### config.mk
export PLATFORM = sky130hd
export DESIGN_NAME = unstripe_lane_scheduler
export DESIGN_NICKNAME = d
export VERILOG_FILES = /design/src/rtl/unstripe_lane_scheduler_pkg.sv /design/src/rtl/unstripe_lane_fifo.sv /design/src/rtl/unstripe_lane_scheduler.sv
export SDC_FILE = /design/constraint.sdc
export NUM_CORES = 1
export LEC_CHECK = 0
export CAP_MARGIN = 40
export CORE_MARGIN = 2
export CORE_UTILIZATION = 60
export CTS_BUF_LIST = sky130_fd_sc_hd__clkbuf_8
export CTS_CLUSTER_DIAMETER = 60
export DETAILED_ROUTE_END_ITERATION = 16
export GPL_TIMING_DRIVEN = 0
export PLACE_DENSITY = 0.89
export SYNTH_ARGS = -nofsm -noshare
export SYNTH_HDL_FRONTEND = slang
export SYNTH_SLANG_ARGS = --single-unit
### constraint.sdc
create_clock -name clk_2f -period 5.3 [get_ports clk_2f]
set_input_delay 1.06 -clock clk_2f [delete_from_list [all_inputs] [get_ports clk_2f]]
set_output_delay 1.06 -clock clk_2f [all_outputs]
set_load 0.005 [all_outputs]
### src/rtl/unstripe_lane_scheduler_pkg.sv
// Shared types and constants for the two-lane un-striping scheduler.
// FSM encodings, default widths and the FIFO pointer-width helper.
package unstripe_lane_scheduler_pkg;

    typedef enum logic [1:0] {
        ST_IDLE   = 2'd0,
        ST_ALIGN  = 2'd1,
        ST_SEND_0 = 2'd2,
        ST_SEND_1 = 2'd3
    } state_e;

    localparam int unsigned DATA_W_DEF = 32;
    localparam int unsigned DEPTH_DEF  = 4;

    // Index width for a power-of-two FIFO; the pointers carry one extra wrap bit.
    function automatic int unsigned ptr_w(input int unsigned depth);
        return (depth > 1) ? $clog2(depth) : 1;
    endfunction

endpackage

### src/rtl/unstripe_lane_fifo.sv
// Per-lane synchronous FIFO with asynchronous reset and a synchronous flush.
// Head word and full/empty status are combinational views of the registered state.
module unstripe_lane_fifo
    import unstripe_lane_scheduler_pkg::*;
#(
    parameter int unsigned DATA_W = DATA_W_DEF,
    parameter int unsigned DEPTH  = DEPTH_DEF
) (
    input  logic              clk,
    input  logic              rst,
    input  logic              flush_i,
    input  logic              push_i,
    input  logic [DATA_W-1:0] wdata_i,
    input  logic              pop_i,
    output logic [DATA_W-1:0] head_c,
    output logic              full_c,
    output logic              empty_c
);

    localparam int unsigned PW = ptr_w(DEPTH);

    logic [PW:0]       wr_q, wr_d;
    logic [PW:0]       rd_q, rd_d;
    logic [DATA_W-1:0] mem_q [DEPTH];

    assign empty_c = (wr_q == rd_q);
    assign full_c  = (wr_q[PW] != rd_q[PW]) && (wr_q[PW-1:0] == rd_q[PW-1:0]);
    assign head_c  = mem_q[rd_q[PW-1:0]];

    // Flush wins over any same-cycle push or pop.
    always_comb begin
        wr_d = wr_q;
        rd_d = rd_q;
        if (flush_i) begin
            wr_d = '0;
            rd_d = '0;
        end else begin
            if (push_i) wr_d = wr_q + (PW+1)'(1);
            if (pop_i)  rd_d = rd_q + (PW+1)'(1);
        end
    end

    always_ff @(posedge clk or posedge rst) begin
        if (rst) begin
            wr_q <= '0;
            rd_q <= '0;
        end else begin
            wr_q <= wr_d;
            rd_q <= rd_d;
        end
    end

    always_ff @(posedge clk) begin
        if (push_i && !flush_i) mem_q[wr_q[PW-1:0]] <= wdata_i;
    end

endmodule

### src/rtl/unstripe_lane_scheduler.sv
// Two-lane un-striping scheduler: buffers both lanes, aligns them and emits 0,1,0,1 words.
// Optional UNSTRIPE_ERR_CNT_EN adds a saturating 8-bit error counter output err_count.
module unstripe_lane_scheduler
    import unstripe_lane_scheduler_pkg::*;
#(
    parameter int unsigned DATA_W   = DATA_W_DEF,
    parameter int unsigned DEPTH    = DEPTH_DEF,
    parameter int unsigned SKEW_MAX = 3
) (
    input  logic              clk_2f,
    input  logic              reset,
    input  logic              valid_0,
    input  logic [DATA_W-1:0] lane_0,
    input  logic              valid_1,
    input  logic [DATA_W-1:0] lane_1,
    output logic              valid_out,
    output logic [DATA_W-1:0] Data_out,
    output logic              sel_lane,
    output logic              aligned,
    output logic              skew_err,
    output logic              overflow_err
`ifdef UNSTRIPE_ERR_CNT_EN
    ,
    output logic [7:0]        err_count
`endif
);

    localparam int unsigned CNT_W = $clog2(SKEW_MAX + 1);
    localparam logic [CNT_W-1:0] SKEW_LIM = CNT_W'(SKEW_MAX);

    state_e            state_q, state_d;
    logic [CNT_W-1:0]  skew_cnt_q, skew_cnt_d, skew_inc;
    logic              valid_q, sel_q, aligned_q, skew_q, ovf_q;
    logic [DATA_W-1:0] data_q;

    logic              full0, full1, empty0, empty1;
    logic [DATA_W-1:0] head0, head1;
    logic              pop0, pop1, flush, timeout;
    logic              push0, push1, drop0, drop1;

    assign push0 = valid_0 && (!full0 || pop0) && !flush;
    assign push1 = valid_1 && (!full1 || pop1) && !flush;
    assign drop0 = valid_0 && full0 && !pop0;
    assign drop1 = valid_1 && full1 && !pop1;
    assign skew_inc = skew_cnt_q + CNT_W'(1);

    unstripe_lane_fifo #(.DATA_W(DATA_W), .DEPTH(DEPTH)) u_fifo0 (
        .clk(clk_2f), .rst(reset), .flush_i(flush), .push_i(push0), .wdata_i(lane_0),
        .pop_i(pop0), .head_c(head0), .full_c(full0), .empty_c(empty0)
    );

    unstripe_lane_fifo #(.DATA_W(DATA_W), .DEPTH(DEPTH)) u_fifo1 (
        .clk(clk_2f), .rst(reset), .flush_i(flush), .push_i(push1), .wdata_i(lane_1),
        .pop_i(pop1), .head_c(head1), .full_c(full1), .empty_c(empty1)
    );

    // Next-state logic; a missing lane advances the skew counter until it times out.
    always_comb begin
        state_d    = state_q;
        skew_cnt_d = skew_cnt_q;
        pop0       = 1'b0;
        pop1       = 1'b0;
        timeout    = 1'b0;
        case (state_q)
            ST_IDLE: begin
                if (!empty0 && !empty1) begin
                    state_d    = ST_SEND_0;
                    skew_cnt_d = '0;
                end else if (empty0 != empty1) begin
                    state_d    = ST_ALIGN;
                    skew_cnt_d = CNT_W'(1);
                end
            end
            ST_ALIGN: begin
                if (!empty0 && !empty1) begin
                    state_d    = ST_SEND_0;
                    skew_cnt_d = '0;
                end else if (skew_inc == SKEW_LIM) begin
                    timeout = 1'b1;
                end else begin
                    skew_cnt_d = skew_inc;
                end
            end
            ST_SEND_0: begin
                if (!empty0) begin
                    pop0       = 1'b1;
                    state_d    = ST_SEND_1;
                    skew_cnt_d = '0;
                end else if (empty1) begin
                    state_d    = ST_IDLE;
                    skew_cnt_d = '0;
                end else if (skew_inc == SKEW_LIM) begin
                    timeout = 1'b1;
                end else begin
                    skew_cnt_d = skew_inc;
                end
            end
            ST_SEND_1: begin
                if (!empty1) begin
                    pop1       = 1'b1;
                    state_d    = ST_SEND_0;
                    skew_cnt_d = '0;
                end else if (skew_inc == SKEW_LIM) begin
                    timeout = 1'b1;
                end else begin
                    skew_cnt_d = skew_inc;
                end
            end
            default: state_d = ST_IDLE;
        endcase
        if (timeout) begin
            state_d    = ST_IDLE;
            skew_cnt_d = '0;
        end
    end

    assign flush = timeout;

    always_ff @(posedge clk_2f or posedge reset) begin
        if (reset) begin
            state_q    <= ST_IDLE;
            skew_cnt_q <= '0;
        end else begin
            state_q    <= state_d;
            skew_cnt_q <= skew_cnt_d;
        end
    end

    // Output registers; Data_out keeps its last word while valid_out is low.
    always_ff @(posedge clk_2f or posedge reset) begin
        if (reset) begin
            valid_q   <= 1'b0;
            data_q    <= '0;
            sel_q     <= 1'b0;
            aligned_q <= 1'b0;
            skew_q    <= 1'b0;
            ovf_q     <= 1'b0;
        end else begin
            valid_q   <= pop0 || pop1;
            sel_q     <= pop1;
            aligned_q <= (state_d == ST_SEND_0) || (state_d == ST_SEND_1);
            skew_q    <= timeout;
            ovf_q     <= ovf_q || drop0 || drop1;
            if (pop0)      data_q <= head0;
            else if (pop1) data_q <= head1;
        end
    end

    assign valid_out    = valid_q;
    assign Data_out     = data_q;
    assign sel_lane     = sel_q;
    assign aligned      = aligned_q;
    assign skew_err     = skew_q;
    assign overflow_err = ovf_q;

`ifdef UNSTRIPE_ERR_CNT_EN
    logic [7:0] err_cnt_q;
    logic [9:0] err_sum;

    assign err_sum = 10'(err_cnt_q) + 10'(timeout) + 10'(drop0) + 10'(drop1);

    always_ff @(posedge clk_2f or posedge reset) begin
        if (reset) err_cnt_q <= '0;
        else       err_cnt_q <= (err_sum > 10'd255) ? 8'hFF : err_sum[7:0];
    end

    assign err_count = err_cnt_q;
`endif

endmodule

==> results of run 1 <==
## sequential cells by signal (all words and copies together) (netlist names), 2 cells and up
register,count
Data_out,32
u_fifo1.mem_q,128
u_fifo1.wr_q,3
u_fifo1.rd_q,3
u_fifo0.mem_q,128
skew_cnt_q,2
u_fifo0.wr_q,3
u_fifo0.rd_q,3
state_q,2
## synth_stat cells (6+ instances only)
cell,n
edfxtp_1,256
xor2_1,6
mux4_2,64
nor2_1,18
nor3b_1,6
nand2_1,38
nand3_1,30
a22oi_1,27
clkbuf_1,6
buf_2,19
xnor2_1,8
dfrtp_1,53
nor3_1,7
ha_1,12
a21oi_1,6
inv_1,11
## cell type report
class | count | area (um^2)
Buffer | 32 | 179
Clock buffer | 51 | 702
Clock inverter | 39 | 196
Fill cell | 1070 | 5040
Inverter | 12 | 45.0
Multi-Input combinational cell | 261 | 2820
Sequential cell | 309 | 9010
Tap cell | 265 | 332
Timing Repair Buffer | 129 | 1260
## worst max path at each step
stage,depth (start not counted),slack [ns],endpoint
floorplan,7,1.16,u_fifo0.mem_q[1][0]$_DFFE_PP_
global placement,3,-1.12,u_fifo0.mem_q[0][2]$_DFFE_PP_
detailed placement,5,2.00,u_fifo0.mem_q[0][28]$_DFFE_PP_
CTS,9,2.25,u_fifo1.mem_q[3][9]$_DFFE_PP_
global route,9,2.07,u_fifo1.mem_q[3][10]$_DFFE_PP_
finish,10,2.26,u_fifo1.mem_q[3][2]$_DFFE_PP_
## power by group
| part | internal [uW] | switching, uW | leakage, uW |
|---|---|---|---|
| Combinational | 1460 | 1930 | 0.00170 |
| Clock | 948 | 911 | 0.000501 |
| Sequential | 3330 | 258 | 0.00297 |
## through the flow
step           hold slack (ns)  TNS, ns   util  std cells
6_report                 0.484        0  0.743       1098
4_1_cts                  0.497        0  0.743       1098
5_1_grt                  0.521        0  0.743       1098
2_1_floorplan            0.472        0      -        614
3_5_place_dp             0.484        0  0.697       1008
3_3_place_gp             0.478  -260.60  0.684        983
## logic make-up after synthesis
family | share of synthesized area
AOI/OAI and AO/OA | 0.0372
adders and majority gates | 0.0125
buffers and inverters | 0.0186
muxes | 0.122
xor gates and xnor gates | 0.0156
and+or+nand+nor | 0.0447
DFF | 0.750
## per-layer routing
| metal | vias to the layer above | GRT usage | share of wire |
|---|---|---|---|
| met5 | - | 0 | 0 |
| met3 | 85 | 0.0564 | 0.083 |
| met4 | 0 | 0.112 | 0.040 |
| met1 | 3460 | 0.338 | 0.37 |
| met2 | 448 | 0.448 | 0.51 |
| li1 | 2826 | - | - |
==> flow_summary_export.csv, run 1 <==
group,metric,value,unit
status,status,"completed",
yosys,ys_warn_count,0,
pwr,p_per_area,608,nW/um^2
floorplanning,die_h,146,um
global_routing,antenna_found_initial,0,
global_routing,grt_pass1_vias,7295,
cts,clock_sinks,309,
timing,fmax,328,MHz
cts,clock_path_buffers,3,
yosys,syn_avg_cell_area,19.6,um^2
detailed_routing,routed_wl,27.2,mm
cts,ctsResizeCount,0,
worst_setup_path,worstPathMaxFanout,10,
flow_run,maxCapViolCount,0,
detailed_routing,drt_iter0_markers,630,
floorplanning,die_area,21200,um^2
floorplanning,core-area,19600,um^2
yosys,synth_top_cell_by_area,"edfxtp_1",
timing,slew_headroom,0.369,
detailed_routing,routed_via_density,6.21,
worst_setup_path,crit_type,"flip-flop to flip-flop",
detailed_routing,vias,6819,
layout,antenna_cells,0,
timing,period_needed,3.04,ns
timing,drv_slew,0,
yosys,synth_edf_count,256,
worst_setup_path,cp_common_cell,"buf_6",
placement,place_hpwl,18.2,mm
timing,hold_viol_final,0,
cts,post_cts_buffers,0,
layout,area_delta_synth_final,21.0,%
placement,placed_cell_area,13700,um^2
cts,cts_buffers,48,
timing,rsz0062_at_grt,"false",
cts,cts.reportedPaths.clkPinSlew,0.07,ns
global_routing,grt_max_degree,36,
worst_hold_path,hp-class,"flip-flop to flip-flop",
cts,insertion_delay,0.56,ns
worst_setup_path,worstPathRequired,5.56,ns
detailed_routing,drt-wirelength-per-cell,24.8,um
detailed_routing,antenna_left,0,
layout,most-common-layout-cells,"edfxtp_1, clkdlybuf4s50_1, mux4_2",
cts,cts-root-buf,"clkbuf_8",
placement,port_buffers,104,
yosys,yosys-top-cells-area,"edfxtp_1, mux4_2, dfrtp_1",
yosys,async_reset_ff_frac,0.172,
floorplanning,die_w,146,um
worst_setup_path,cp-start-kind,"flip-flop",
worst_setup_path,path_buf_inv,5,
yosys,synth-seq-cells,309,
worst_setup_path,timing.rr.start,"u_fifo0.rd_q[1]$_DFFE_PP0P_",
worst_setup_path,slowest_delay,0.76,ns
layout,fin_nets,873,
worst_setup_path,path_cells,"buf_2 -> xnor2_2 -> and3_1 -> buf_6 -> nand3_4 -> a21boi_4 -> buf_6 -> nor3_2 -> buf_6 -> buf_4",
placement,gp_congestion,0.815,
timing,finalCritPeriodShare,0.574,
layout,design_area,14600,um^2
yosys,yosysUniqueCellTypes,45,
pwr,p_leak,0.00517,uW
worst_setup_path,crit_family,"simple AND/OR/NAND/NOR gates",
floorplanning,initial_core_util,0.614,
detailed_routing,drcViolationCount,0,
yosys,syn_area,12000,um^2
detailed_routing,firstDrtPassIters,5,
layout,drive_gt1_frac,0.247,
timing,setup_violations,0,
floorplanning,rows,51,
pwr,vdd_drop_max,0.316,mV
yosys,synth_top_area_frac,0.640,
timing,fin_ws,2.26,ns
worst_hold_path,whs_path_depth,1,
yosys,synth_cells,614,
pwr,fin_total_pwr,8840,uW
global_routing,grt_use_total,0.265,
floorplanning,io_pins,105,
worst_setup_path,r2r_end,"u_fifo1.mem_q[3][2]$_DFFE_PP_",
worst_setup_path,r2r_setup_slack,2.26,ns
worst_setup_path,setup.worst_path.start,"u_fifo0.rd_q[1]$_DFFE_PP0P_",
cts,cts_tree,"yes",
cts,cts_hold_buf,0,
placement,pre_cts_ws,2.00,ns
cts,cts_htree_levels,2,
yosys,yosysSeqAreaShare,0.750,
yosys,ys.flop_type,"edfxtp_1",
global_routing,overflow,0,
worst_setup_path,arrival,3.30,ns
worst_setup_path,r2r_cells,10,
worst_setup_path,critical-path-slowest-cell,"nor3_2",
timing,timing_worst_slew_pin_value,0.941,ns
timing,skew,0.0154,ns
yosys,synthesis.nets,694,
worst_hold_path,min_to,"overflow_err$_DFF_PP0_",
worst_hold_path,min-delay-start,"overflow_err$_DFF_PP0_",
layout,layout_commonest_cell,"edfxtp_1",
worst_setup_path,endpoint_kind,"flip-flop",
global_routing,grt_pass1_wl,41.9,mm
Note: power is estimated with default switching activity, not from simulation.
==> run 2, diff against run 1 <==
clock period = 3.1 ns   (was 5.3 ns; I/O delays follow)
==> run 2 against run 1 <==
Combinational power increased by 72%. First-iteration DRC count increased by 8.1%. Clock power increased by 71%. Critical path depth unchanged. Maximum frequency increased by 0.87%. Sequential share of layout area decreased by 0.080 points. Final area increased by 0.13%. Hold slack got worse by 0.042 ns. Routed wire length increased by 0.21%. Count of clock-buffer cells in the layout unchanged. Global-route usage unchanged. Die area unchanged. Critical endpoint is now u_fifo1.mem_q[1][2]$_DFFE_PP_. Largest cell class unchanged.
==> flow_summary_export.csv, run 2 (synthesis results as in run 1) <==
group,metric,value,unit
status,status,"completed",
worst_setup_path,slowest_delay,0.60,ns
timing,timing_worst_slew_pin_value,0.765,ns
detailed_routing,drt-wirelength-per-cell,24.8,um
flow_run,maxCapViolCount,0,
floorplanning,rows,51,
timing,rsz0062_at_grt,"true",
floorplanning,io_pins,105,
placement,gp_congestion,0.815,
timing,period_needed,3.02,ns
cts,post_cts_buffers,0,
timing,fin_ws,0.0816,ns
detailed_routing,vias,6765,
global_routing,overflow,0,
detailed_routing,drcViolationCount,0,
worst_hold_path,hp-class,"input pin to async pin",
floorplanning,core-area,19600,um^2
worst_setup_path,worstPathMaxFanout,10,
layout,most-common-layout-cells,"edfxtp_1, clkdlybuf4s50_1, mux4_2",
timing,drv_slew,0,
cts,cts_buffers,48,
worst_setup_path,cp-start-kind,"flip-flop",
placement,port_buffers,104,
global_routing,grt_pass1_vias,7295,
worst_setup_path,endpoint_kind,"flip-flop",
worst_setup_path,path_buf_inv,5,
worst_setup_path,critical-path-slowest-cell,"nor3b_2",
floorplanning,die_h,146,um
layout,fin_nets,873,
layout,drive_gt1_frac,0.247,
timing,slew_headroom,0.488,
timing,skew,0.0169,ns
detailed_routing,firstDrtPassIters,6,
cts,cts.reportedPaths.clkPinSlew,0.06,ns
cts,cts_hold_buf,0,
detailed_routing,drt_iter0_markers,681,
layout,final-seq-area,9010,um^2
cts,cts_htree_levels,2,
timing,whs,0.443,ns
pwr,fin_total_pwr,15100,uW
pwr,vdd_drop_max,0.539,mV
worst_setup_path,crit_family,"buffers and inverters",
layout,area_delta_synth_final,21.2,%
cts,insertion_delay,0.56,ns
timing,hold_viol_final,0,
worst_setup_path,worstPathRequired,3.35,ns
worst_setup_path,arrival,3.27,ns
timing,finalCritPeriodShare,0.974,
layout,num-fill-cells,1069,
detailed_routing,routed_via_density,6.16,
worst_setup_path,crit_type,"flip-flop to flip-flop",
timing,tns,0,ns
cts,clock_sinks,309,
timing,setup_violations,0,
detailed_routing,routed_wl,27.3,mm
floorplanning,die_area,21200,um^2
cts,cts_tree,"yes",
layout,antenna_cells,0,
global_routing,grt_pass1_wl,41.9,mm
global_routing,grt_use_total,0.265,
floorplanning,die_w,146,um
cts,clock_path_buffers,3,
placement,place_hpwl,18.2,mm
worst_setup_path,path_cells,"buf_2 -> xnor2_2 -> and3_1 -> buf_6 -> nand3_4 -> a21boi_4 -> buf_6 -> nor3b_2 -> buf_4 -> buf_4",
cts,ctsResizeCount,0,
detailed_routing,wl_met2,14.0,mm
placement,pre_cts_ws,0.0997,ns
placement,placed_cell_area,13700,um^2
pwr,p_per_area,1040,nW/um^2
global_routing,antenna_found_initial,0,
cts,cts-root-buf,"clkbuf_8",
layout,layout_commonest_cell,"edfxtp_1",
timing,fmax,331,MHz
detailed_routing,wl_met3,2.23,mm
detailed_routing,wl_met1,10.1,mm
pwr,p_leak,0.00517,uW
layout,design_area,14600,um^2
floorplanning,initial_core_util,0.614,
detailed_routing,antenna_left,0,
global_routing,grt_max_degree,36,
layout,multi_input_area,2840,um^2
detailed_routing,top_layer,"met4",
-- run 2: worst register-to-register path: stages (launching register included) --
cell      delay [ns]
dfrtp_1         0.42
buf_2           0.23
xnor2_2         0.21
and3_1          0.19
buf_6           0.14
nand3_4         0.07
a21boi_4        0.09
buf_6           0.18
nor3b_2         0.60
buf_4           0.33
buf_4           0.25
-- run 2: per-stage QoR --
step / util / std cells
finish: 0.744 / 1098
global route: 0.744 / 1098
CTS: 0.743 / 1098
detailed placement: 0.697 / 1008
global placement: 0.684 / 983
floorplan: - / 614
-- run 2: final timing paths --
kind | startpoint | end | slack [ns] | depth (start not counted)
setup reg to reg | u_fifo0.rd_q[1]$_DFFE_PP0P_ | u_fifo1.mem_q[1][2]$_DFFE_PP_ | 0.08 | 10
max in group asynchronous | reset | Data_out[24]$_DFFE_PP0P_ | 2.04 | 3
min in group clk_2f | overflow_err$_DFF_PP0_ | overflow_err$_DFF_PP0_ | 0.49 | 1
hold / removal | reset | Data_out[12]$_DFFE_PP0P_ | 0.44 | 2
hold reg to reg | overflow_err$_DFF_PP0_ | overflow_err$_DFF_PP0_ | 0.49 | 1
setup / recovery | u_fifo0.rd_q[1]$_DFFE_PP0P_ | u_fifo1.mem_q[1][2]$_DFFE_PP_ | 0.08 | 10
-- run 2: report_power, final --
part	total, uW	leakage [uW]	switching (uW)	internal [uW]
registers	6140	0.00297	444	5690
logic	5820	0.00170	3310	2510
clock network	3180	0.000501	1560	1620
-- run 2: cell type report --
class | instances | area share
sequential | 309 | 0.619
multi-input combinational | 261 | 0.195
timing repair buffer | 129 | 0.0865
clock buffer | 51 | 0.0482
tap | 265 | 0.0228
clock inverter | 39 | 0.0135
buffer | 32 | 0.0123
inverter | 12 | 0.00309
-- run 2: metal layers --
layer  vias up  GRT usage
met5         -          0
met4         0      0.112
met3        68     0.0564
met2       424      0.448
met1      3446      0.338
li1       2827          -
